$ cat config.mk
export PLATFORM = sky130hd
export DESIGN_NAME = booth_div_seq
export DESIGN_NICKNAME = d
export VERILOG_FILES = /design/src/rtl/booth_div_seq_pkg.sv /design/src/rtl/booth_div_seq_div_abs_neg.sv /design/src/rtl/booth_div_seq.sv
export SDC_FILE = /design/constraint.sdc
export NUM_CORES = 1
export LEC_CHECK = 0
export ABC_AREA = 1
export CORE_UTILIZATION = 40
export CTS_BUF_LIST = sky130_fd_sc_hd__clkbuf_16
export CTS_CLUSTER_DIAMETER = 80
export CTS_CLUSTER_SIZE = 8
export DETAILED_ROUTE_END_ITERATION = 8
export HOLD_SLACK_MARGIN = 0.1
export RECOVER_POWER = 100
export SLEW_MARGIN = 10
export SYNTH_ARGS = -nofsm -noshare
export SYNTH_HDL_FRONTEND = slang
export SYNTH_SLANG_ARGS = --single-unit
$ cat constraint.sdc
create_clock -name clk -period 2.5 [get_ports clk]
set_clock_uncertainty 0.1 [all_clocks]
set_input_delay 0.25 -clock clk [delete_from_list [all_inputs] [get_ports clk]]
set_output_delay 0.25 -clock clk [all_outputs]
set_load 0.02 [all_outputs]
$ cat src/rtl/booth_div_seq_pkg.sv
// Shared definitions for the sequential restoring divider: default width
// and the controller state encoding.
package booth_div_seq_pkg;

   // Default operand/result width, shared with the Booth multiplier.
   localparam int W_DEF = 8;

   // Controller states, 3-bit binary.
   typedef enum logic [2:0] {
      IDLE = 3'd0,
      PREP = 3'd1,
      ITER = 3'd2,
      FIX  = 3'd3,
      DONE = 3'd4
   } state_t;

endpackage

$ cat src/rtl/booth_div_seq_div_abs_neg.sv
// Conditional two's-complement negation: y = cond ? -x : x.
// Serves as abs() on the operands and as sign fix-up on the results.
module div_abs_neg #(
   parameter int W = 8
) (
   input  logic [W-1:0] x,
   input  logic         cond,
   output logic [W-1:0] y
);

   assign y = cond ? -x : x;

endmodule

$ cat src/rtl/booth_div_seq.sv
// Iterative radix-2 restoring divider, signed or unsigned.
// One operation in flight; results hold until the next completion.
module booth_div_seq
   import booth_div_seq_pkg::*;
#(
   parameter int W = W_DEF
) (
   input  logic         clk,
   input  logic         rst,
   input  logic         v_in,
   input  logic [W-1:0] a,
   input  logic [W-1:0] b,
   input  logic         sgn,
   output logic         rdy,
   output logic [W-1:0] q,
   output logic [W-1:0] r,
   output logic         dz,
   output logic         v_out
);

   localparam int CW = $clog2(W);

   state_t         state, state_nx;

   // Latched operands (a_l is also the remainder returned on divide-by-zero).
   logic [W-1:0]   a_l, b_l;
   logic           sgn_l;

   // Working registers: dvd shifts the dividend out and the quotient in.
   logic [W-1:0]   dvd;
   logic [W-1:0]   dvs;
   logic [W:0]     rem;
   logic [CW-1:0]  cnt;
   logic           neg_q, neg_r, zero_l;

   // Shared negation units: abs(a)/abs(b) in PREP, quotient/remainder fix in FIX.
   logic [W-1:0]   neg_x0, neg_y0, neg_x1, neg_y1;
   logic           neg_c0, neg_c1;

   // One iteration step: single subtractor, its borrow picks restore vs. keep.
   logic [W:0]     rem_sh;
   logic [W+1:0]   diff;
   logic           borrow;

   div_abs_neg #(.W(W)) u_neg0 (.x(neg_x0), .cond(neg_c0), .y(neg_y0));
   div_abs_neg #(.W(W)) u_neg1 (.x(neg_x1), .cond(neg_c1), .y(neg_y1));

   // Route the two negation units according to the current phase.
   always_comb begin
      if (state == PREP) begin
         neg_x0 = a_l;
         neg_c0 = sgn_l & a_l[W-1];
         neg_x1 = b_l;
         neg_c1 = sgn_l & b_l[W-1];
      end else begin
         neg_x0 = dvd;
         neg_c0 = neg_q;
         neg_x1 = rem[W-1:0];
         neg_c1 = neg_r;
      end
   end

   assign rem_sh = {rem[W-1:0], dvd[W-1]};
   assign diff   = {1'b0, rem_sh} - {2'b00, dvs};
   assign borrow = diff[W+1];

   // State register.
   always_ff @(posedge clk) begin
      // NOTE: sequential state uses non-blocking assignments so every register
      // samples pre-edge values regardless of block ordering.
      if (rst) state <= IDLE;
      else     state <= state_nx;
   end

   // Next-state and ready decode.
   always_comb begin
      // NOTE: defaults first so no path through the case leaves a signal
      // unassigned and infers a latch.
      state_nx = state;
      rdy      = 1'b0;
      case (state)
         IDLE: begin
            rdy = 1'b1;
            if (v_in) state_nx = PREP;
         end
         PREP: state_nx = ITER;
         ITER: if (cnt == '0) state_nx = FIX;
         FIX:  state_nx = DONE;
         DONE: begin
            rdy      = 1'b1;
            state_nx = v_in ? PREP : IDLE;
         end
         default: state_nx = IDLE;
      endcase
   end

   // Datapath: operand capture, preparation, shift/subtract and sign fix-up.
   always_ff @(posedge clk) begin
      // NOTE: working registers carry no reset; every operation reloads them
      // in PREP before they are used, so only the visible outputs are reset.
      case (state)
         IDLE, DONE: begin
            if (v_in) begin
               a_l   <= a;
               b_l   <= b;
               sgn_l <= sgn;
            end
         end
         PREP: begin
            dvd    <= neg_y0;
            dvs    <= neg_y1;
            rem    <= '0;
            cnt    <= CW'(W - 1);
            neg_q  <= sgn_l & (a_l[W-1] ^ b_l[W-1]);
            neg_r  <= sgn_l & a_l[W-1];
            zero_l <= (b_l == '0);
         end
         ITER: begin
            rem <= borrow ? rem_sh : diff[W:0];
            dvd <= {dvd[W-2:0], ~borrow};
            cnt <= cnt - CW'(1);
         end
         FIX: begin
            dvd <= neg_y0;
            rem <= {1'b0, neg_y1};
         end
         default: ;
      endcase
   end

   // Result registers and completion pulse; outputs change only on completion or reset.
   always_ff @(posedge clk) begin
      if (rst) begin
         q     <= '0;
         r     <= '0;
         dz    <= 1'b0;
         v_out <= 1'b0;
      end else begin
         v_out <= 1'b0;
         if (state == DONE) begin
            q     <= zero_l ? '1  : dvd;
            r     <= zero_l ? a_l : rem[W-1:0];
            dz    <= zero_l;
            v_out <= 1'b1;
         end
      end
   end

endmodule

=== Word-level counts from Yosys, hierarchy flattened ===
Index checks and enable logic that the tools add are counted.

* Bits in registers: 68
* Latch bits: 0
* Memory bits (writable): 0
* Bits in read-only memories: 0
* Input bits: 20
* Output and inout bits: 19
* Word-level logic and storage cells: 58
* Memories: 0

* Add/sub/neg operators: 4
* $mul: 0
* Div/mod/pow operators: 0
* $lt $le $gt $ge: 0
* Equal/unequal tests: 6
* Shift-type cells: 0
* Multiplexer cells: 18
* Bitwise logic cells: 5
* Reduce and logical (&&, ||, !) cells: 10

{| class="wikitable"
|+ Operators by type and width
! kind !! count
|-
| $mux W8 || 7
|-
| $pmux W8 S3 || 1
|-
| $neg A8 Y8 || 2
|-
| $pmux W8 S2 || 1
|-
| $pmux W3 S5 || 1
|-
| $sub A9 B8 Y10 || 1
|-
| $logic_not A8 Y1 || 1
|-
| $eq A3 B2 Y1 const B || 2
|-
| $logic_not A3 Y1 || 2
|-
| $mux W3 || 2
|-
| $pmux W3 S2 || 1
|-
| $mux W1 || 5
|-
| $ne A2 B2 Y1 const B || 2
|-
| $reduce_and A2 Y1 || 2
|-
| $reduce_bool A2 Y1 || 2
|-
| $reduce_or A2 Y1 || 2
|-
| $and A1 B1 Y1 || 3
|-
| $eq A3 B1 Y1 const B || 1
|-
| $eq A3 B3 Y1 const B || 1
|-
| $reduce_bool A3 Y1 || 1
|-
| $sub A3 B1 Y3 const B || 1
|-
| $not A1 Y1 || 1
|-
| $xor A1 B1 Y1 || 1
|}

=== Logic depth before layout (Yosys ltp) ===
* Depth after elaboration: 5
* Depth in mapped cells: 14
* Gate-level depth less buffers: 13

=== By module ===
Synthesis repeated with hierarchy kept, for this count alone.

* Cells, all modules: 436
* Area total of the unflattened synthesis: 3,756.1 um2

{| class="wikitable"
|+ Modules (own cells, without submodules)
! module !! instances !! cells each !! area an instance (um2) !! seq. area each (um2)
|-
| booth_div_seq || 1 || 358 || 3,365.7 || 1,831.8
|-
| div_abs_neg || 2 || 39 || 195.2 || 0.0
|}

=== Worst setup path after synthesis ===
OpenSTA, ideal clock, no wires.

* Path type: flip-flop to flip-flop
* From: register state[0]
* To: register a_l[0], enable pin
* Library setup time: 0.412 ns
* Arrival: 1.611 ns
* Required time: 1.988 ns
* Setup slack: 0.377 ns
* Cell stages (with the launch flop): 2
* Path buffers: 0
* Clock period less this slack: 2.123 ns
* Cell sequence: dfxtp_1 nor3_1

* Longest elaborated chain between the ends: 3
* Elaborated cells between the ends (all ways): 4
* Classes of those cells: eq/ne: 1; reduce/logical: 3

{| class="wikitable"
|+ RTL lines
! element !! RTL line !! source
|-
| start, declared || booth_div_seq.sv:23 || <nowiki>state_t state, state_nx;</nowiki>
|-
| start signal, assigned || booth_div_seq.sv:72 || <nowiki>else state <= state_nx;</nowiki>
|-
| $eq A3 B3 Y1 or $logic_not A3 Y1 (tied branches) || booth_div_seq.sv:101 || <nowiki>case (state)</nowiki>
|-
| $reduce_or A2 Y1 (no line) * || - ||
|-
| $reduce_and A2 Y1 (no line) * || - ||
|-
| end signal, assigned || booth_div_seq.sv:104 || <nowiki>a_l <= a;</nowiki>
|-
| end, declared || booth_div_seq.sv:26 || <nowiki>logic [W-1:0] a_l, b_l;</nowiki>
|}

Mark *: on every way between the ends. The rest lies on a longest branch, timed or not.
A chain may end at the register's enable or synchronous reset.

=== Worst setup path in the final report ===
* From: register state[0]
* To: register dvd[7] (data pin)

* Longest elaborated chain between the ends: 5
* Elaborated cells between the ends (all ways): 9
* Classes of those cells: add/sub: 1; eq/ne: 3; mux: 4; reduce/logical: 1

{| class="wikitable"
|+ RTL lines
! element !! RTL line !! source
|-
| $eq A3 B1 Y1 || booth_div_seq.sv:50, booth_div_seq.sv:101 ||
|-
| $mux W8 || booth_div_seq.sv:50 || <nowiki>if (state == PREP) begin</nowiki>
|-
| $neg A8 Y8 || booth_div_seq_div_abs_neg.sv:11 || <nowiki>assign y = cond ? -x : x;</nowiki>
|-
| $mux W8 || booth_div_seq_div_abs_neg.sv:11 ||
|-
| $pmux W8 S2 * || booth_div_seq.sv:101 ||
|-
| end signal, assigned || booth_div_seq.sv:110 || <nowiki>dvd <= neg_y0;</nowiki>
|-
| end signal, assigned || booth_div_seq.sv:120 || <nowiki>dvd <= {dvd[W-2:0], ~borrow};</nowiki>
|-
| end signal, assigned || booth_div_seq.sv:124 || <nowiki>dvd <= neg_y0;</nowiki>
|-
| end, declared || booth_div_seq.sv:30 || <nowiki>logic [W-1:0] dvd;</nowiki>
|}

Marks and branches as above.

==> impl_metrics.tcl <==
set metrics [dict create \
    status "finished, final reports clean" \
    cts_tree "built" \
    finalSetupViolCount 0 \
    dr_total_vias 3086 \
    cts_made_buffers 9 \
    grt_usage 0.188 \
    cts-resized-gates 0 \
    n_antenna_cell 0 \
    via_per_inst 5.04 \
    die_h_um 98.9 \
    clockRootBuffer "clkbuf_16" \
    clkSlewWorstSetupHoldPaths_ps 60 \
    syn_area_per_cell_um2 8.39 \
    routedWlPerCell_um 14.1 \
    ys_ff_latch 68 \
    portBuffers 38 \
    areaGrowthSynthToFinish_pct 20.5 \
    multi_input_area_um2 1550 \
    grt_start_max_net_pins 25 \
    fill_cells 899 \
    clk_latency_ps 330 \
    ant_nets 0 \
    regArea_um2 1830 \
    clockBufferDepth 2 \
    swShare 0.324 \
    design_area_um2 4530 \
    combPwrFrac 0.258 \
    yosysTopAreaCellShare 0.376 \
    power_density_nw_per_um2 802 \
    crit_required_ps 2490 \
    netlist_top_cells_area "edfxtp_1 38%, dfxtp_1 11%, nand2_1 11%" \
    antenna_found_initial 0 \
    fp.dieArea_um2 9790 \
    io_pins 39 \
    core_um2 9150 \
    htreeDepth 3 \
    holdWs_ps 379 \
    p_switching_mw 1.18 \
    postCtsHoldBufs 0 \
    fin_util 0.495 \
    worst_pin_slew_ps 981 \
    yosys_warnings 0 \
    finalHoldViolCount 0 \
    ir_drop_v 0.000362 \
    min_period_over_period 0.906 \
    critical_path_class "reg -> reg" \
    synth_cell_type_count 36 \
    worst_slack_ps 235 \
    synthCells 448 \
    synth_top_area_cell "edfxtp_1" \
    worstSetupEndpointType "flop" \
    seqPwrFrac 0.392 \
    drc 0 \
    syn_area_um2 3760 \
    leakagePower_nw 2.11 \
    min_period_ps 2270 \
    drive_above_1_share 0.102 \
    synth_flop_cell "edfxtp_1" \
    clkPwrFrac 0.350 \
    row_count 35 \
    num-nets-final 529 \
    async_flop_share 0 \
    synth-edff-count 47 \
    crit_path_start_kind "flop" \
    maxCapViolations 0 \
    grt_overflow 0 \
    max-slew-margin-rel 0.346 \
    grt_pass1_vias 2841 \
    worstPathArrival_ps 2250 \
    rsz0062_at_grt "false" \
    synth_most_common_cell "nand2_1" \
    cts.sinks 68 \
    start_util 0.411 \
    max_freq_mhz 441 \
    intPower_mw 2.46 \
    setup_tns_ps 0 \
    slew_violations 0 \
    synthesis.nets 481 \
    post_dp_cell_area_um2 4290 \
    wl_um 8610 \
    post_cts_buffers 0 \
    drt_iter0_drc 246 \
    firstDrtPassIters 7 \
    path_max_fanout 12 \
    post-dp-hpwl_um 6570 \
    gp_congestion 0.857 \
    pre_cts_ws_ps 307 \
    grt_first_pass_wirelength_um 14000 \
    hold_path.class "reg -> reg" \
    die_w_um 98.9 \
    synth_commonest_cells "107 x nand2_1, 64 x inv_1, 47 x edfxtp_1, 42 x nor2_1, 28 x nand3_1" \
    seq_area_frac_synth 0.488 \
]
==> per-stage QoR <==
stage	cells	total power [mW]
after detailed placement	596	2.41
final	612	3.63
after global placement	596	2.41
after CTS	612	3.69
after global routing	612	3.84
after floorplan	448	2.14
==> routing by layer <==
metal  global-route usage  up-vias  routed length [µm]
li1                     -     1564                   -
met1                0.253     1411                4110
met2                0.299      102                3910
met3               0.0390        9                 479
met4               0.0689        0                 120
met5                    0        -                   0
==> cell type report <==
| cell class | instances | area share |
|---|---|---|
| multi-input combinational | 298 | 0.342 |
| clock inverter | 7 | 0.0157 |
| timing repair buffer | 49 | 0.0986 |
| clock buffer | 9 | 0.0497 |
| inverter | 70 | 0.0586 |
| tap | 111 | 0.0307 |
| sequential | 68 | 0.404 |
==> layout by cell type (no fill, tap or decap), types with 2 or more instances in the layout <==
cell | netlist | layout
nand2_1 | 107 | 115
inv_1 | 64 | 64
edfxtp_1 | 47 | 47
nor2_1 | 42 | 43
dlygate4sd3_1 | 0 | 36
nand3_1 | 28 | 28
a21oi_1 | 21 | 21
dfxtp_1 | 21 | 21
o21ai_0 | 15 | 16
a211oi_1 | 15 | 15
ha_1 | 12 | 12
nand2_2 | 17 | 10
clkbuf_16 | 0 | 9
nand4_1 | 6 | 6
buf_4 | 1 | 6
inv_2 | 5 | 5
nand3_2 | 5 | 5
xor2_1 | 4 | 5
inv_4 | 1 | 4
nor3_1 | 4 | 4
xnor2_1 | 3 | 3
clkbuf_1 | 5 | 3
and2_0 | 0 | 2
o21ai_2 | 2 | 2
clkdlybuf4s50_1 | 0 | 2
clkbuf_2 | 0 | 2
==> worst max-delay path, stage by stage (launching register included) <==
cell	delay, ps
dfxtp_1	460
nand2_2	90
nor2_1	330
buf_4	280
nand2_1	70
nand2_1	160
nand2_1	120
nor2_4	120
nand2_1	80
nand2_1	60
nand2_1	50
nand3_1	60
nand2_1	50
==> state kept, by name, indices dropped and copies added (netlist names), 3 cells and up <==
register	count
q	8
cnt	3
r	8
dvd	8
state	3
a_l	8
b_l	8
rem	8
dvs	8
==> cell families after synthesis <==
family	synth area share
AND/OR/NAND/NOR	0.262
buffers and inverters	0.0906
flip-flops	0.488
AO/OA/AOI/OAI	0.0939
adder cells (fa/ha/maj)	0.0453
XOR/XNOR	0.0206
==> power groups by stage <==
| stage | sequential, mW | combinational, mW | clock (mW) |
|---|---|---|---|
| 5_1_grt | 1.44 | 1.06 | 1.34 |
| 4_1_cts | 1.42 | 0.977 | 1.29 |
| 3_3_place_gp | 1.44 | 0.965 | 0 |
| 3_5_place_dp | 1.45 | 0.968 | 0 |
| 2_1_floorplan | 1.43 | 0.714 | 0 |
| 6_report | 1.42 | 0.939 | 1.27 |
==> worst paths after layout <==
check | slack, ps | from | cells after the start | end
worst max-delay path | 230 | state[0] | 12 | dvd[7]
worst min-delay path | 380 | q[7] | 2 | q[7]
worst max register to register | 230 | state[0] | 12 | dvd[7]
worst min register to register | 380 | q[7] | 2 | q[7]
No activity file was read; power rests on OpenSTA's default activity.
